`src/rtl/dma_channel_scheduler.sv`:
```
// Round-robin scheduler sharing one byte-copy DMA engine among NUM_CH requesters.
// Programs the engine over its Avalon-MM config slave, polls status, then reports completion.
module dma_channel_scheduler #(
    parameter int NUM_CH     = 4,
    parameter int ADDR_S     = 0,
    parameter int ADDR_D     = 1,
    parameter int ADDR_LEN   = 2,
    parameter int ADDR_START = 3,
    parameter int ADDR_STAT  = 4,
    parameter int POLL_GAP   = 4,
    parameter int POLL_LIMIT = 1024
) (
    input  logic                 clk,
    input  logic                 reset_n,
    input  logic [NUM_CH-1:0]    req,
    input  logic [32*NUM_CH-1:0] src_addr,
    input  logic [32*NUM_CH-1:0] dst_addr,
    input  logic [32*NUM_CH-1:0] length,
    output logic [NUM_CH-1:0]    ack,
    output logic [NUM_CH-1:0]    done,
    output logic                 err,
    output logic                 busy,
    output logic [2:0]           avm_cfg_address,
    output logic                 avm_cfg_chipselect,
    output logic                 avm_cfg_read,
    output logic                 avm_cfg_write,
    output logic [31:0]          avm_cfg_writedata,
    input  logic [31:0]          avm_cfg_readdata,
    input  logic                 avm_cfg_waitrequest
);

    localparam int CH_W   = (NUM_CH > 1) ? $clog2(NUM_CH) : 1;
    localparam int GAP_W  = $clog2(POLL_GAP + 1);
    localparam int POLL_W = $clog2(POLL_LIMIT + 1);

    typedef enum logic [2:0] {
        S_IDLE, S_WR_S, S_WR_D, S_WR_LEN, S_WR_START, S_GAP, S_POLL, S_COMPLETE
    } state_t;

    state_t              state_q, state_d;
    logic [CH_W-1:0]     rr_q, rr_d;
    logic [CH_W-1:0]     g_q, g_d;
    logic [GAP_W-1:0]    gap_q, gap_d;
    logic [POLL_W-1:0]   poll_q, poll_d;
    logic                err_q, err_d;
    logic [NUM_CH-1:0]   ack_q, ack_d;
    logic [31:0]         src_q, src_d;
    logic [31:0]         dst_q, dst_d;
    logic [31:0]         len_q, len_d;

    logic                grant_found;
    logic [CH_W-1:0]     grant_idx;
    logic [31:0]         grant_src, grant_dst, grant_len;
    logic [POLL_W-1:0]   poll_next;
    logic                unused_readdata;

    assign unused_readdata = ^avm_cfg_readdata[31:1];
    assign poll_next       = poll_q + POLL_W'(1);

    function automatic logic [CH_W-1:0] wrap_add(input logic [CH_W-1:0] base, input int off);
        int s;
        s = int'(base) + off;
        if (s >= NUM_CH) s = s - NUM_CH;
        return CH_W'(s);
    endfunction

    // First pending request at or after the round-robin pointer.
    always_comb begin
        grant_found = 1'b0;
        grant_idx   = '0;
        for (int i = 0; i < NUM_CH; i++) begin
            if (!grant_found && req[wrap_add(rr_q, i)]) begin
                grant_found = 1'b1;
                grant_idx   = wrap_add(rr_q, i);
            end
        end
        grant_src = src_addr[32*grant_idx +: 32];
        grant_dst = dst_addr[32*grant_idx +: 32];
        grant_len = length[32*grant_idx +: 32];
    end

    always_ff @(posedge clk) begin
        if (!reset_n) begin
            state_q <= S_IDLE;
            rr_q    <= '0;
            g_q     <= '0;
            gap_q   <= '0;
            poll_q  <= '0;
            err_q   <= 1'b0;
            ack_q   <= '0;
        end else begin
            state_q <= state_d;
            rr_q    <= rr_d;
            g_q     <= g_d;
            gap_q   <= gap_d;
            poll_q  <= poll_d;
            err_q   <= err_d;
            ack_q   <= ack_d;
        end
    end

    always_ff @(posedge clk) begin
        src_q <= src_d;
        dst_q <= dst_d;
        len_q <= len_d;
    end

    always_comb begin
        state_d = state_q;
        rr_d    = rr_q;
        g_d     = g_q;
        gap_d   = gap_q;
        poll_d  = poll_q;
        err_d   = err_q;
        ack_d   = '0;
        src_d   = src_q;
        dst_d   = dst_q;
        len_d   = len_q;
        case (state_q)
            S_IDLE: begin
                if (grant_found) begin
                    ack_d  = NUM_CH'(1) << grant_idx;
                    g_d    = grant_idx;
                    rr_d   = wrap_add(grant_idx, 1);
                    poll_d = '0;
                    src_d  = grant_src;
                    dst_d  = grant_dst;
                    len_d  = grant_len;
                    // A zero-length copy never touches the engine.
                    if (grant_len == 32'd0) begin
                        err_d   = 1'b1;
                        state_d = S_COMPLETE;
                    end else begin
                        err_d   = 1'b0;
                        state_d = S_WR_S;
                    end
                end
            end
            S_WR_S:     if (!avm_cfg_waitrequest) state_d = S_WR_D;
            S_WR_D:     if (!avm_cfg_waitrequest) state_d = S_WR_LEN;
            S_WR_LEN:   if (!avm_cfg_waitrequest) state_d = S_WR_START;
            S_WR_START: begin
                if (!avm_cfg_waitrequest) begin
                    gap_d   = '0;
                    state_d = S_GAP;
                end
            end
            S_GAP: begin
                if (gap_q == GAP_W'(POLL_GAP - 1)) state_d = S_POLL;
                else                               gap_d   = gap_q + GAP_W'(1);
            end
            S_POLL: begin
                if (!avm_cfg_waitrequest) begin
                    if (avm_cfg_readdata[0]) begin
                        err_d   = 1'b0;
                        state_d = S_COMPLETE;
                    end else if (poll_next == POLL_W'(POLL_LIMIT)) begin
                        err_d   = 1'b1;
                        state_d = S_COMPLETE;
                    end else begin
                        poll_d  = poll_next;
                        gap_d   = '0;
                        state_d = S_GAP;
                    end
                end
            end
            S_COMPLETE: state_d = S_IDLE;
            default:    state_d = S_IDLE;
        endcase
    end

    always_comb begin
        avm_cfg_address    = '0;
        avm_cfg_chipselect = 1'b0;
        avm_cfg_read       = 1'b0;
        avm_cfg_write      = 1'b0;
        avm_cfg_writedata  = '0;
        done               = '0;
        err                = 1'b0;
        ack                = ack_q;
        busy               = (state_q != S_IDLE) && (state_q != S_COMPLETE);
        case (state_q)
            S_WR_S: begin
                avm_cfg_chipselect = 1'b1;
                avm_cfg_write      = 1'b1;
                avm_cfg_address    = 3'(ADDR_S);
                avm_cfg_writedata  = src_q;
            end
            S_WR_D: begin
                avm_cfg_chipselect = 1'b1;
                avm_cfg_write      = 1'b1;
                avm_cfg_address    = 3'(ADDR_D);
                avm_cfg_writedata  = dst_q;
            end
            S_WR_LEN: begin
                avm_cfg_chipselect = 1'b1;
                avm_cfg_write      = 1'b1;
                avm_cfg_address    = 3'(ADDR_LEN);
                avm_cfg_writedata  = len_q;
            end
            S_WR_START: begin
                avm_cfg_chipselect = 1'b1;
                avm_cfg_write      = 1'b1;
                avm_cfg_address    = 3'(ADDR_START);
                avm_cfg_writedata  = 32'd1;
            end
            S_POLL: begin
                avm_cfg_chipselect = 1'b1;
                avm_cfg_read       = 1'b1;
                avm_cfg_address    = 3'(ADDR_STAT);
            end
            S_COMPLETE: begin
                done = NUM_CH'(1) << g_q;
                err  = err_q;
            end
            default: ;
        endcase
    end

endmodule

```
`config.mk`:
```
export PLATFORM = sky130hd
export DESIGN_NAME = dma_channel_scheduler
export DESIGN_NICKNAME = d
export VERILOG_FILES = /design/src/rtl/dma_channel_scheduler.sv
export SDC_FILE = /design/constraint.sdc
export NUM_CORES = 1
export LEC_CHECK = 0
export ABC_AREA = 0
export BUFFER_PORTS_ARGS = -buffer_cell sky130_fd_sc_hd__buf_2
export CORE_AREA = 2 2 186 188
export CTS_CLUSTER_DIAMETER = 100
export CTS_CLUSTER_SIZE = 28
export DETAILED_ROUTE_END_ITERATION = 10
export DIE_AREA = 0 0 188 190
export MAX_ROUTING_LAYER = met4
export PLACE_DENSITY_LB_ADDON = 0.08
export SKIP_CTS_REPAIR_TIMING = 1
export SLEW_MARGIN = 15
export SYNTH_ARGS = -nofsm -noshare
export SYNTH_HDL_FRONTEND = slang
export SYNTH_SLANG_ARGS = --single-unit
```
`constraint.sdc`:
```
create_clock -name clk -period 6.6 [get_ports clk]
set_input_delay 1.32 -clock clk [delete_from_list [all_inputs] [get_ports clk]]
set_output_delay 1.32 -clock clk [all_outputs]
set_load 0.1 [all_outputs]
```
==> results of run 1 <==
[flip-flops by register name, summed over array words and instances (netlist names), 2 cells and up]
name	cells
dst_q	32
len_q	32
src_q	32
poll_q	11
ack	4
gap_q	3
state_q	3
g_q	2
rr_q	2
[worst register-to-register path: stages (launching register included)]
cell	delay, ps
dfxtp_1	420
a21oi_1	320
o32a_2	930
mux2i_1	330
mux2i_1	140
or4_1	620
nor4_2	210
nand4_1	330
a21oi_1	240
[power by group]
part           switching, mW  internal (mW)  leakage [nW]
clock network          0.373          0.599         0.296
logic                   2.59          0.915          3.91
registers              0.196           1.38          1.15
[cell usage after synthesis (all sizes together), types with 2 or more instances]
cell    number
o21ai       19
nand4        2
a31oi       76
or4          2
buf         30
a22oi       32
and3        76
nor2b        7
and2        12
o31ai        3
nand3b       4
nor4        10
nand2b       5
clkbuf      57
mux2i       65
nor2        55
nand3       40
nor3         4
ha           3
a21oi        8
o221ai       3
or2          3
xnor2        2
dfxtp       26
a21boi       6
nand2      284
inv          6
edfxtp      96
mux2        32
[area by class of cell]
type | instances | area share
multi-input combinational | 773 | 0.3938
sequential | 122 | 0.2977
timing repair buffer | 455 | 0.2025
tap | 455 | 0.04975
clock buffer | 22 | 0.04516
clock inverter | 10 | 0.008856
inverter | 6 | 0.001968
antenna | 1 | 0.0002187
[stage by stage]
step	hold slack [ps]	std cells	area (sq um)
detailed placement	479.5	1811	10820
CTS	486.9	1843	11440
finish	486.6	1844	11440
floorplan	457.9	988	8269
global placement	472.6	1811	10820
global route	537.0	1844	11440
[routing by layer]
layer / track usage / wire length, um / up-vias / part of all wire
met5: - / 0 / - / 0
met4: 0.04028 / 406 / 0 / 0.011
met3: 0.04483 / 1986 / 21 / 0.056
met2: 0.3506 / 18510 / 280 / 0.52
met1: 0.2328 / 14650 / 4067 / 0.41
li1: - / - / 4326 / -
[how the worst max path moves through the flow]
stage | startpoint | end | slack [ps] | depth (start not counted)
global placement | req[1] | state_q[1] | 1850 | 10
CTS | req[1] | state_q[1] | 2190 | 10
detailed placement | req[1] | state_q[1] | 1750 | 10
global route | req[1] | state_q[1] | 2030 | 11
finish | req[1] | state_q[1] | 2180 | 10
floorplan | req[1] | poll_q[8] | 570 | 7
[logic make-up (layout without fill, tap and decap cells)]
family,after synthesis,count (layout),synth area share
simple gates,511,511,0.2810
other cells,0,1,0
xor+xnor,2,2,0.002119
fa+ha+maj,3,3,0.004540
compound gates,160,160,0.1298
flops,122,122,0.4116
mux,97,97,0.1223
buf+inv,93,493,0.04872
==> flow_summary.toml, run 1 <==
[timing]
rsz0062_at_grt = "false"
drv_slew = 0
max_freq_mhz = 226.3
layout_worst_path_cycle_share = 0.6694
min_period_ps = 4418
hold_viol = 0
setup-tns-final_ps = 0
worstMarginPinSlew_ps = 1129
slew_headroom = 0.2475
setup_viol = 0
setup_ws_ps = 2182
skew_ps = 10.97

[layout]
multi_input_area_sq_mm = 0.004507
seqCellArea_sq_mm = 0.003407
final_cell_mix = "buf_2 (439), nand2_1 (284), edfxtp_1 (96), and3_1 (76), a31oi_1 (76)"
final_common_cell = "buf_2"
nNetsFinal = 1801
fill_cells = 3639
drive_above_1_share = 0.3833
area_growth_syn_to_layout_pct = 38.39
postLayoutCoreUtil = 0.3371

[clocking]
cts_root_buffer = "clkbuf_16"
numCtsBuffers = 17
clock_tree.buffer_depth = 2
insertion_delay_ps = 420
h-tree-depth = 4
tritoncts = "built"
cts.clk_slew.worst_paths_ps = 60
cts_sinks = 122

[setup_path]
startpoint_type = "input pin"
worstSetupPathType = "in -> reg"
r2r_start = "rr_q[1]"
arrival_ps = 4750
reg2reg_setup_slack_ps = 2960
cp.required_ps = 6940
r2r-end = "state_q[1]"
path_max_fanout = 48
max_stage_delay_ps = 930
crit_family = "compound AO/OA/AOI/OAI gates"
path_cells = "buf_2 -> or2b_1 -> a21oi_1 -> o32a_2 -> mux2i_1 -> mux2i_1 -> or4_1 -> nor4_2 -> nand4_1 -> a21oi_1"
crit_path_end_kind = "flip-flop"
path_buf_inv = 1
rr_worst_depth = 8
cp_slowest_cell = "o32a_2"

[hold_path]
min_path_cells = 2
hold_path_class = "reg -> reg"
hold_path_end = "gap_q[1]"
hp-start = "gap_q[1]"

[die]
io_pins = 471
core_sq_mm = 0.03395
die_w_um = 188
start_util = 0.2436
die_area_sq_mm = 0.03572
rows = 68
die_h_um = 190

[synthesis]
synth_edf_count = 96
seq_area_frac_synth = 0.4116
yosysTopAreaCell = "edfxtp_1"
synth_fp_nets = 1414
synth.avg_cell_area_sq_um = 8.370
ys.flop_type = "edfxtp_1"
syn_inst = 988
synth.area.top_cells = "edfxtp_1 (35%), nand2_1 (13%), mux2i_1 (7.9%)"
ys_ff_latch = 122
yosys.area.top_type_share = 0.3486
async_flop_share = 0
synth_area_sq_mm = 0.008269
ys_types = 55
ys_warn_count = 0

[grt]
grt_antenna_before_repair = 1
grt_pass1_wl_mm = 51.87
grt_max_degree = 89
overflow = 0
grt_pass1_vias = 8728
grt_use_total = 0.1991

[pwr]
peakVddDrop_mv = 0.3589
p_total_mw = 6.052
p_per_area_mw_per_mm2 = 528.9
p_leak_nw = 5.357

[place]
gp_congestion = 0.8591
hpwlAfterDp_mm = 27.18
place_ws_ps = 1748
io_buffers = 439

[routing]
antenna_left = 0
routed_via_density = 4.715
wirelength_mm = 35.56
dr_total_vias = 8694
drt_pre_antenna_iters = 4
drc = 0
drtIter0Drc = 422
wl_per_cell_um = 19.28

[job]
cap_violations = 0

[status]
outcome = "complete, no violations"
Note: power is estimated with default switching activity, not from simulation.
==> inputs of run 2 (changes only) <==
--- a/config.mk
+++ b/config.mk
@@ -7,11 +7,11 @@
 export LEC_CHECK = 0
 export ABC_AREA = 0
 export BUFFER_PORTS_ARGS = -buffer_cell sky130_fd_sc_hd__buf_2
-export CORE_AREA = 2 2 186 188
+export CORE_AREA = 2 2 183 185
 export CTS_CLUSTER_DIAMETER = 100
 export CTS_CLUSTER_SIZE = 28
 export DETAILED_ROUTE_END_ITERATION = 10
-export DIE_AREA = 0 0 188 190
+export DIE_AREA = 0 0 185 187
 export MAX_ROUTING_LAYER = met4
 export PLACE_DENSITY_LB_ADDON = 0.08
 export SKIP_CTS_REPAIR_TIMING = 1
==> constraint.sdc (replaced) <==
create_clock -name clk -period 3.9 [get_ports clk]
set_input_delay 0.78 -clock clk [delete_from_list [all_inputs] [get_ports clk]]
set_output_delay 0.78 -clock clk [all_outputs]
set_load 0.1 [all_outputs]
==> run 2 against run 1 <==
  * Critical path depth down 4
  * Clock skew up 1.8 ps
  * Largest cell class unchanged
  * Sequential power up 68%
  * Design area up 0.74%
  * Critical path type is now reg -> out
  * Power up 70%
  * Via count up 0.93%
  * Largest power group unchanged
==> flow_summary.toml, run 2 (same netlist as run 1, synthesis figures left out) <==
[status]
outcome = "complete, no violations"

[setup_path]
worstSetupPathType = "reg -> out"
cp.required_ps = 3120
reg2reg_setup_slack_ps = 660
crit_path_end_kind = "output pin"
arrival_ps = 2580
path_max_fanout = 23
startpoint_type = "flip-flop"

[pwr]
p_leak_nw = 5.405
switching_share = 0.5131
comb_power_share = 0.582
peakVddDrop_mv = 0.5198
clkPwrFrac = 0.160
p_switching_mw = 5.277
seqPwrFrac = 0.258
internal_power_mw = 5.007
p_per_area_mw_per_mm2 = 892.1

[die]
core_sq_mm = 0.03286
rows = 67
start_util = 0.2516
die_w_um = 185
io_pins = 471
die_h_um = 187
die_area_sq_mm = 0.03460

[clocking]
cts_root_buffer = "clkbuf_16"
insertion_delay_ps = 420
numCtsBuffers = 17
clock_tree.buffer_depth = 2
h-tree-depth = 4
cts_sinks = 122
cts.clk_slew.worst_paths_ps = 60
tritoncts = "built"

[timing]
rsz0062_at_grt = "false"
min_period_ps = 3363
drv_slew = 0
setup-tns-final_ps = 0
hold_viol = 0
skew_ps = 12.78
slew_headroom = 0.5307
max_freq_mhz = 297.4
worstMarginPinSlew_ps = 698.5
layout_worst_path_cycle_share = 0.8623
setup_viol = 0

[hold_path]
hold_path_class = "reg -> reg"

[layout]
area_growth_syn_to_layout_pct = 39.42
nNetsFinal = 1806
drive_above_1_share = 0.3848
fill_cells = 3569
final_common_cell = "buf_2"
final_cell_mix = "buf_2 (439), nand2_1 (284), edfxtp_1 (96), and3_1 (76), a31oi_1 (76)"
top_regs = "dst_q: 32 flops, len_q: 32 flops, src_q: 32 flops"
postLayoutCoreUtil = 0.3508

[grt]
use_met2 = 0.3495
grt_antenna_before_repair = 1
grt_pass1_wl_mm = 51.03
grt_use_total = 0.2026
grt_busiest_layer = "met2"
grt_max_degree = 104
grt_pass1_vias = 8785
grtUsageMet1 = 0.2379
overflow = 0
grt_use_met3 = 0.04381

[routing]
dr_total_vias = 8775
drc = 0
drtIter0Drc = 527
routed_via_density = 4.764
wirelength_mm = 34.58
drt_pre_antenna_iters = 5
wl_per_cell_um = 18.77
antenna_left = 0

[place]
io_buffers = 439
gp_congestion = 0.8347
hpwlAfterDp_mm = 27.01

[job]
cap_violations = 0
-- run 2: worst paths after layout --
check	cells past startpoint	to	startpoint
max	6	avm_cfg_writedata[0]	state_q[0]
min	2	gap_q[1]	gap_q[1]
max reg2reg	11	poll_q[7]	poll_q[0]
min reg2reg	2	gap_q[1]	gap_q[1]
-- run 2: power groups by stage --
stage	combinational [mW]	clock [mW]	sequential, mW
global route	6.46	1.74	2.72
floorplan	4.49	0	2.52
CTS	6.10	1.69	2.69
global placement	6.07	0	2.71
detailed placement	6.08	0	2.70
finish	5.98	1.64	2.66
-- run 2: final cells by class --
cell class / instances / area (sq um) / area share
Antenna cell: 1 / 2.502 / 0.0002171
Clock buffer: 23 / 510.5 / 0.04428
Clock inverter: 9 / 108.9 / 0.009442
Inverter: 6 / 22.52 / 0.001954
Multi-Input combinational cell: 773 / 4512 / 0.3914
Sequential cell: 122 / 3407 / 0.2955
Tap cell: 448 / 560.5 / 0.04862
Timing Repair Buffer: 460 / 2405 / 0.2086
-- run 2: layer usage --
layer,up-vias,share of wire
met5,-,0
met4,0,0.017
met3,27,0.055
met2,261,0.51
met1,4148,0.42
li1,4339,-
-- run 2: worst max-delay path: stages, from the launching register on --
cell,delay [ps]
dfxtp_2,320
buf_4,220
nor2b_4,570
buf_4,300
a22oi_1,150
o21ai_1,160
buf_2,440
-- run 2: stage by stage --
step	area (sq um)	hold slack, ps	total power [mW]	worst slack (ps)	instances
finish	11530	501.1	10.28	537.2	1842
global route	11530	521.1	10.92	336.8	1842
CTS	11530	495.6	10.48	492.4	1841
detailed placement	10910	485.9	8.775	175.9	1809
global placement	10910	471.8	8.776	239.6	1809
floorplan	8275	457.9	7.015	34.40	988
